===== src/rtl/alu_share_arbiter.sv =====
// Round-robin arbiter that time-shares one start/done ALU among NUM_REQ requesters.
// Optional watchdog in WAIT is enabled by defining ALU_ARB_TIMEOUT_EN.
module alu_share_arbiter #(
  parameter int NUM_REQ        = 4,
  parameter int TIMEOUT_CYCLES = 16
) (
  input  logic                 i_clk,
  input  logic                 i_rst,
  input  logic [NUM_REQ-1:0]   i_req,
  input  logic [NUM_REQ*8-1:0] i_req_a,
  input  logic [NUM_REQ*8-1:0] i_req_b,
  input  logic [NUM_REQ*3-1:0] i_req_op,
  output logic [NUM_REQ-1:0]   o_rsp_valid,
  output logic [15:0]          o_rsp_result,
  output logic                 o_rsp_err,
  output logic                 o_busy,
  output logic [7:0]           o_alu_a,
  output logic [7:0]           o_alu_b,
  output logic [2:0]           o_alu_op,
  output logic                 o_alu_start,
  output logic                 o_alu_rst_n,
  input  logic                 i_alu_done,
  input  logic [15:0]          i_alu_result,
  output logic [2:0]           o_dbg_state
);

  // Handshakes: requester i holds i_req[i] (with stable operands) until the single-cycle
  // o_rsp_valid[i] pulse; the ALU sees o_alu_start held high until i_alu_done is sampled in WAIT.

  localparam int PW = (NUM_REQ > 1) ? $clog2(NUM_REQ) : 1;
  localparam logic [PW:0] L_N    = (PW+1)'(NUM_REQ);
  localparam logic [2:0]  OP_NOP = 3'b000;
  localparam logic [2:0]  OP_RST = 3'b111;

  typedef enum logic [2:0] {
    IDLE  = 3'd0,
    ISSUE = 3'd1,
    WAIT  = 3'd2,
    ARST  = 3'd3,
    RESP  = 3'd4
  } state_t;

  if (NUM_REQ < 2 || NUM_REQ > 8 || TIMEOUT_CYCLES < 1) begin : g_param_check
    $error("alu_share_arbiter: parameter out of range");
  end

  state_t               r_state;
  logic [PW-1:0]        r_ptr;
  logic [PW-1:0]        r_gnt;
  logic [7:0]           r_alu_a;
  logic [7:0]           r_alu_b;
  logic [2:0]           r_alu_op;
  logic                 r_alu_start;
  logic                 r_alu_rst_n;
  logic                 r_arst_cnt;
  logic [NUM_REQ-1:0]   r_rsp_valid;
  logic [15:0]          r_rsp_result;
  logic                 r_rsp_err;

`ifdef ALU_ARB_TIMEOUT_EN
  localparam int TW = $clog2(TIMEOUT_CYCLES + 1);
  localparam logic [TW-1:0] L_TO_LAST = TW'(TIMEOUT_CYCLES - 1);
  logic [TW-1:0]        r_tcnt;
  logic                 r_timeout;
`endif

  logic                 w_hit_hi;
  logic                 w_hit_lo;
  logic [PW-1:0]        w_gnt_hi;
  logic [PW-1:0]        w_gnt_lo;
  logic                 w_hit;
  logic [PW-1:0]        w_gnt;
  logic [PW:0]          w_gnt_inc;
  logic [PW-1:0]        w_ptr_nxt;
  logic [7:0]           w_sel_a;
  logic [7:0]           w_sel_b;
  logic [2:0]           w_sel_op;
  logic [NUM_REQ-1:0]   w_gnt_oh;

  // Two-pass priority: lowest requester at/after r_ptr first, then wrap to the lowest below it.
  always_comb begin
    w_hit_hi = 1'b0;
    w_hit_lo = 1'b0;
    w_gnt_hi = '0;
    w_gnt_lo = '0;
    for (int i = NUM_REQ - 1; i >= 0; i--) begin
      if (i_req[i]) begin
        if (i[PW-1:0] >= r_ptr) begin
          w_hit_hi = 1'b1;
          w_gnt_hi = i[PW-1:0];
        end else begin
          w_hit_lo = 1'b1;
          w_gnt_lo = i[PW-1:0];
        end
      end
    end
  end

  assign w_hit     = w_hit_hi | w_hit_lo;
  assign w_gnt     = w_hit_hi ? w_gnt_hi : w_gnt_lo;
  assign w_gnt_inc = {1'b0, w_gnt} + 1'b1;
  assign w_ptr_nxt = (w_gnt_inc == L_N) ? '0 : w_gnt_inc[PW-1:0];
  assign w_gnt_oh  = NUM_REQ'(1) << r_gnt;

  always_comb begin
    w_sel_a  = '0;
    w_sel_b  = '0;
    w_sel_op = '0;
    for (int i = 0; i < NUM_REQ; i++) begin
      if (w_gnt == i[PW-1:0]) begin
        w_sel_a  = i_req_a[i*8 +: 8];
        w_sel_b  = i_req_b[i*8 +: 8];
        w_sel_op = i_req_op[i*3 +: 3];
      end
    end
  end

  always_ff @(posedge i_clk) begin
    if (i_rst) begin
      r_state      <= IDLE;
      r_ptr        <= '0;
      r_gnt        <= '0;
      r_alu_a      <= '0;
      r_alu_b      <= '0;
      r_alu_op     <= '0;
      r_alu_start  <= 1'b0;
      r_alu_rst_n  <= 1'b0;
      r_arst_cnt   <= 1'b0;
      r_rsp_valid  <= '0;
      r_rsp_result <= '0;
      r_rsp_err    <= 1'b0;
`ifdef ALU_ARB_TIMEOUT_EN
      r_tcnt       <= '0;
      r_timeout    <= 1'b0;
`endif
    end else begin
      case (r_state)
        IDLE: begin
          r_alu_rst_n <= 1'b1;
          if (w_hit) begin
            r_gnt    <= w_gnt;
            r_ptr    <= w_ptr_nxt;
            r_alu_a  <= w_sel_a;
            r_alu_b  <= w_sel_b;
            r_alu_op <= w_sel_op;
            if (w_sel_op == OP_RST) begin
              r_state     <= ARST;
              r_alu_rst_n <= 1'b0;
              r_arst_cnt  <= 1'b0;
            end else begin
              r_state     <= ISSUE;
              r_alu_start <= 1'b1;
            end
          end
        end

        // no_op never produces done, so it completes straight from the start cycle.
        ISSUE: begin
          if (r_alu_op == OP_NOP) begin
            r_alu_start  <= 1'b0;
            r_state      <= RESP;
            r_rsp_valid  <= w_gnt_oh;
            r_rsp_result <= '0;
          end else begin
            r_state <= WAIT;
`ifdef ALU_ARB_TIMEOUT_EN
            r_tcnt  <= '0;
`endif
          end
        end

        WAIT: begin
          if (i_alu_done) begin
            r_alu_start  <= 1'b0;
            r_state      <= RESP;
            r_rsp_valid  <= w_gnt_oh;
            r_rsp_result <= i_alu_result;
          end
`ifdef ALU_ARB_TIMEOUT_EN
          else if (r_tcnt == L_TO_LAST) begin
            r_alu_start <= 1'b0;
            r_alu_rst_n <= 1'b0;
            r_arst_cnt  <= 1'b0;
            r_timeout   <= 1'b1;
            r_state     <= ARST;
          end else begin
            r_tcnt <= r_tcnt + 1'b1;
          end
`endif
        end

        ARST: begin
          if (r_arst_cnt) begin
            r_alu_rst_n  <= 1'b1;
            r_state      <= RESP;
            r_rsp_valid  <= w_gnt_oh;
            r_rsp_result <= '0;
`ifdef ALU_ARB_TIMEOUT_EN
            r_rsp_err    <= r_timeout;
`endif
          end else begin
            r_arst_cnt <= 1'b1;
          end
        end

        RESP: begin
          r_rsp_valid <= '0;
          r_rsp_err   <= 1'b0;
          r_state     <= IDLE;
`ifdef ALU_ARB_TIMEOUT_EN
          r_timeout   <= 1'b0;
`endif
        end

        default: begin
          r_alu_start <= 1'b0;
          r_rsp_valid <= '0;
          r_state     <= IDLE;
        end
      endcase
    end
  end

  assign o_rsp_valid  = r_rsp_valid;
  assign o_rsp_result = r_rsp_result;
  assign o_rsp_err    = r_rsp_err;
  assign o_busy       = (r_state != IDLE);
  assign o_alu_a      = r_alu_a;
  assign o_alu_b      = r_alu_b;
  assign o_alu_op     = r_alu_op;
  assign o_alu_start  = r_alu_start;
  assign o_alu_rst_n  = r_alu_rst_n;
  assign o_dbg_state  = r_state;

endmodule


===== config.mk =====
export PLATFORM = sky130hd
export DESIGN_NAME = alu_share_arbiter
export DESIGN_NICKNAME = d
export VERILOG_FILES = /design/src/rtl/alu_share_arbiter.sv
export SDC_FILE = /design/constraint.sdc
export NUM_CORES = 1
export LEC_CHECK = 0
export CAP_MARGIN = 20
export CORE_MARGIN = 2
export CORE_UTILIZATION = 42
export DETAILED_ROUTE_END_ITERATION = 8
export GPL_TIMING_DRIVEN = 0
export PLACE_DENSITY = 0.9
export SETUP_SLACK_MARGIN = 0.5
export SYNTH_ARGS = -nofsm -noshare
export SYNTH_HDL_FRONTEND = slang
export SYNTH_SLANG_ARGS = --single-unit

===== constraint.sdc =====
create_clock -name i_clk -period 5 [get_ports i_clk]
set_input_delay 1 -clock i_clk [delete_from_list [all_inputs] [get_ports i_clk]]
set_output_delay 1 -clock i_clk [all_outputs]
set_load 0.02 [all_outputs]

==> run_results.csv <==
group,metric,value,unit
synthesis,synth_area,2604,µm²
clocking,clock_sinks,49,
clocking,ctsRootBufferMaster,"clkbuf_8",
synthesis,synth.most_common_cell,"dfxtp_1",
clocking,cts_resized,0,
timing,slew-limit-headroom,55.02,%
worst_setup_path,r2r_start,"r_ptr[0]",
timing,tightestPinTransition,674.7,ps
timing,setup_violations,0,
final_layout,fin_cells,552,
timing,hold_viol_final,0,
detailed_routing,wirelength,8.252,mm
worst_hold_path,hold_depth,2,
synthesis,synth_edf_count,0,
synthesis,ys_types,41,
timing,maxSlewViolCount,0,
detailed_routing,viasPerCell,5.339,
synthesis,synth_ff_type,"dfxtp_1",
synthesis,netlist_instances,327,
clocking,cts_max_level,2,
detailed_routing,antenna_left,0,
grt,overflow,0,
synthesis,async_flop_share,0,%
power,ir_drop,0.2849,mV
grt,grt_max_degree,17,
synthesis,avgSynthCellArea,7.963,µm²
grt,grt_pass1_vias,2900,
grt,antenna_found_initial,0,
synthesis,ys_seq_area_share,37.67,%
detailed_routing,wl_per_cell,14.95,µm
worst_setup_path,crit_path_end_kind,"register",
worst_setup_path,worstSetupStartpointType,"input pin",
clocking,post-cts-setup-buffer-count,0,
worst_setup_path,path_buf_inv,5,
timing,rsz0062_at_grt,"false",
worst_setup_path,max_stage_delay,590,ps
detailed_routing,drc,0,
clocking,cts_tree,"done",
floorplanning,core,5956,µm²
worst_setup_path,critical_path_required,5190,ps
detailed_routing,vias,2947,
final_layout,diodes,0,
synthesis,synthTopCellsByArea,"dfxtp_1 38%, nor3_1 6.9%, a221oi_1 5.4%",
worst_setup_path,path_class,"input pin to register",
final_layout,nNetsFinal,579,
grt,grt_pass1_wl,12.65,mm
placed_design,port_buffers,142,
clocking,clk_pin_slew,100,ps
worst_setup_path,rr_worst_depth,12,
detailed_routing,firstDrtPassIters,6,
final_layout,design_area,4232,µm²
floorplanning,dieArea,6845,µm²
clocking,cts_made_buffers,5,
power,power_density,504.2,nW/µm²
synthesis,netlist_top_cells_count,"49 x dfxtp_1, 36 x nor3_1, 25 x nor2_1, 21 x o21ai_0, 19 x nor2b_1",
timing,finalHoldWorstSlack,486.4,ps
floorplanning,ios,145,
worst_setup_path,crit_chain,"clkdlybuf4s50_1 -> inv_1 -> a22o_1 -> a221oi_1 -> inv_1 -> ha_1 -> nor2b_1 -> buf_2 -> buf_1 -> a221oi_1 -> nor3_1 -> a211oi_1 -> nor3_1",
worst_setup_path,cp-startpoint,"i_req[3]",
job,cap_violations,0,
worst_setup_path,critical_path_depth,13,
timing,finalCritPeriodShare,77.24,%
clocking,cts_hold_buf,0,
timing,min_period,3862,ps
placed_design,dp_worst_setup_slack,827.0,ps
synthesis,synth_top_area_share,37.67,%
floorplanning,die_y,82.74,µm
timing,fin_skew,15.33,ps
synthesis,post-synth-top-area-cell,"dfxtp_1",
worst_hold_path,hp-start,"o_rsp_result[9]",
clocking,clk_latency,310,ps
floorplanning,start_util,43.72,%
placed_design,placed_cell_area,4119,µm²
worst_setup_path,crit_arrival,4050,ps
synthesis,synth_seq_cells,49,
clocking,clock_path_buffers,2,
synthesis,synth_nets,430,
final_layout,layout-drive-gt1-share,5.241,%
worst_setup_path,crit_path_top_delay_cell,"a221oi_1",
run_status,outcome,"finished, final reports clean",
placed_design,gp_congestion,0.8974,
worst_hold_path,hold_class,"register to register",
worst_setup_path,reg2reg_slack,2000,ps
final_layout,area_growth,62.52,%
power,p_leak,0.001512,µW
synthesis,yosys_warnings,0,
floorplanning,num_rows,28,
worst_setup_path,cp_max_fo,10,
floorplanning,die_x,82.74,µm
placed_design,place.detailed.hpwl,6.684,mm
detailed_routing,drt_iter0_drc,105,
timing,setup_ws,1138,ps
placed_design,dp_cells,544,
worst_setup_path,critPathTopFamily,"compound AO/OA/AOI/OAI gates",
timing,fmax,0.2589,GHz
grt,track_usage,23.79,%
timing,tns,0,ps
==> power breakdown <==
part	internal, µW	leakage, µW	switching, µW
clock network	150	0.0000585	136
logic	565	0.00105	731
registers	491	0.000401	60.5
==> per-stage QoR <==
step                      power, µW  util [%]
after global placement         1811     69.16
after detailed placement       1848     69.16
after floorplan                1396         -
after CTS                      2139     71.05
final                          2134     71.05
after global routing           2288     71.05
==> cell type report <==
class,instances,area (µm²)
inverters,9,33.78
plain buffers,31,151.4
clock buffers,5,68.82
clock inverters,3,43.79
well taps,75,93.84
fillers,493,1724
repair buffers,142,1421
flip-flops and latches,49,980.9
multi-input cells,238,1438
==> layer usage <==
| layer | wire (µm) | track usage, % |
|---|---|---|
| met1 | 3201 | 25.17 |
| met4 | 241 | 9.672 |
| met3 | 688 | 6.196 |
| met5 | 0 | 0 |
| met2 | 4120 | 44.44 |
==> registers in the layout, summed over array words and instances, names as in the netlist, 2 cells and up <==
register	count
o_alu_a	8
o_rsp_valid	4
o_rsp_result	16
o_alu_b	8
o_alu_op	3
r_ptr	2
o_dbg_state	3
r_gnt	2
==> worst min-delay path: stages, from the launching register on <==
cell and delay, ps:
dfxtp_1 320, nand2b_1 60, o21ai_0 60
==> path summary, 6_finish.rpt <==
| path | end |
|---|---|
| setup reg to reg | o_alu_b[2] |
| hold / removal | o_rsp_result[9] |
| hold reg to reg | o_rsp_result[9] |
| setup / recovery | o_alu_b[2] |
==> cell families (layout without fill, tap and decap cells) <==
logic type	Yosys count	in the layout	share of synthesized area [%]
DFF	49	49	37.67
buffers and inverters	40	190	7.111
AOI/OAI and AO/OA	86	86	23.07
adders and majority gates	4	4	1.922
other	1	1	0.1440
muxes	1	1	0.3844
and+or+nand+nor	146	146	29.70
==> layout by cell type, fill, tap and decap left out, types with 17 or more instances in the layout <==
cell             count
a211oi_1            18
clkbuf_1            18
clkdlybuf4s50_1    142
dfxtp_1             49
nand2b_1            17
nand3_1             18
nor2_1              25
nor2b_1             19
nor3_1              36
o21ai_0             21
Power figures use the tool's default switching activity.
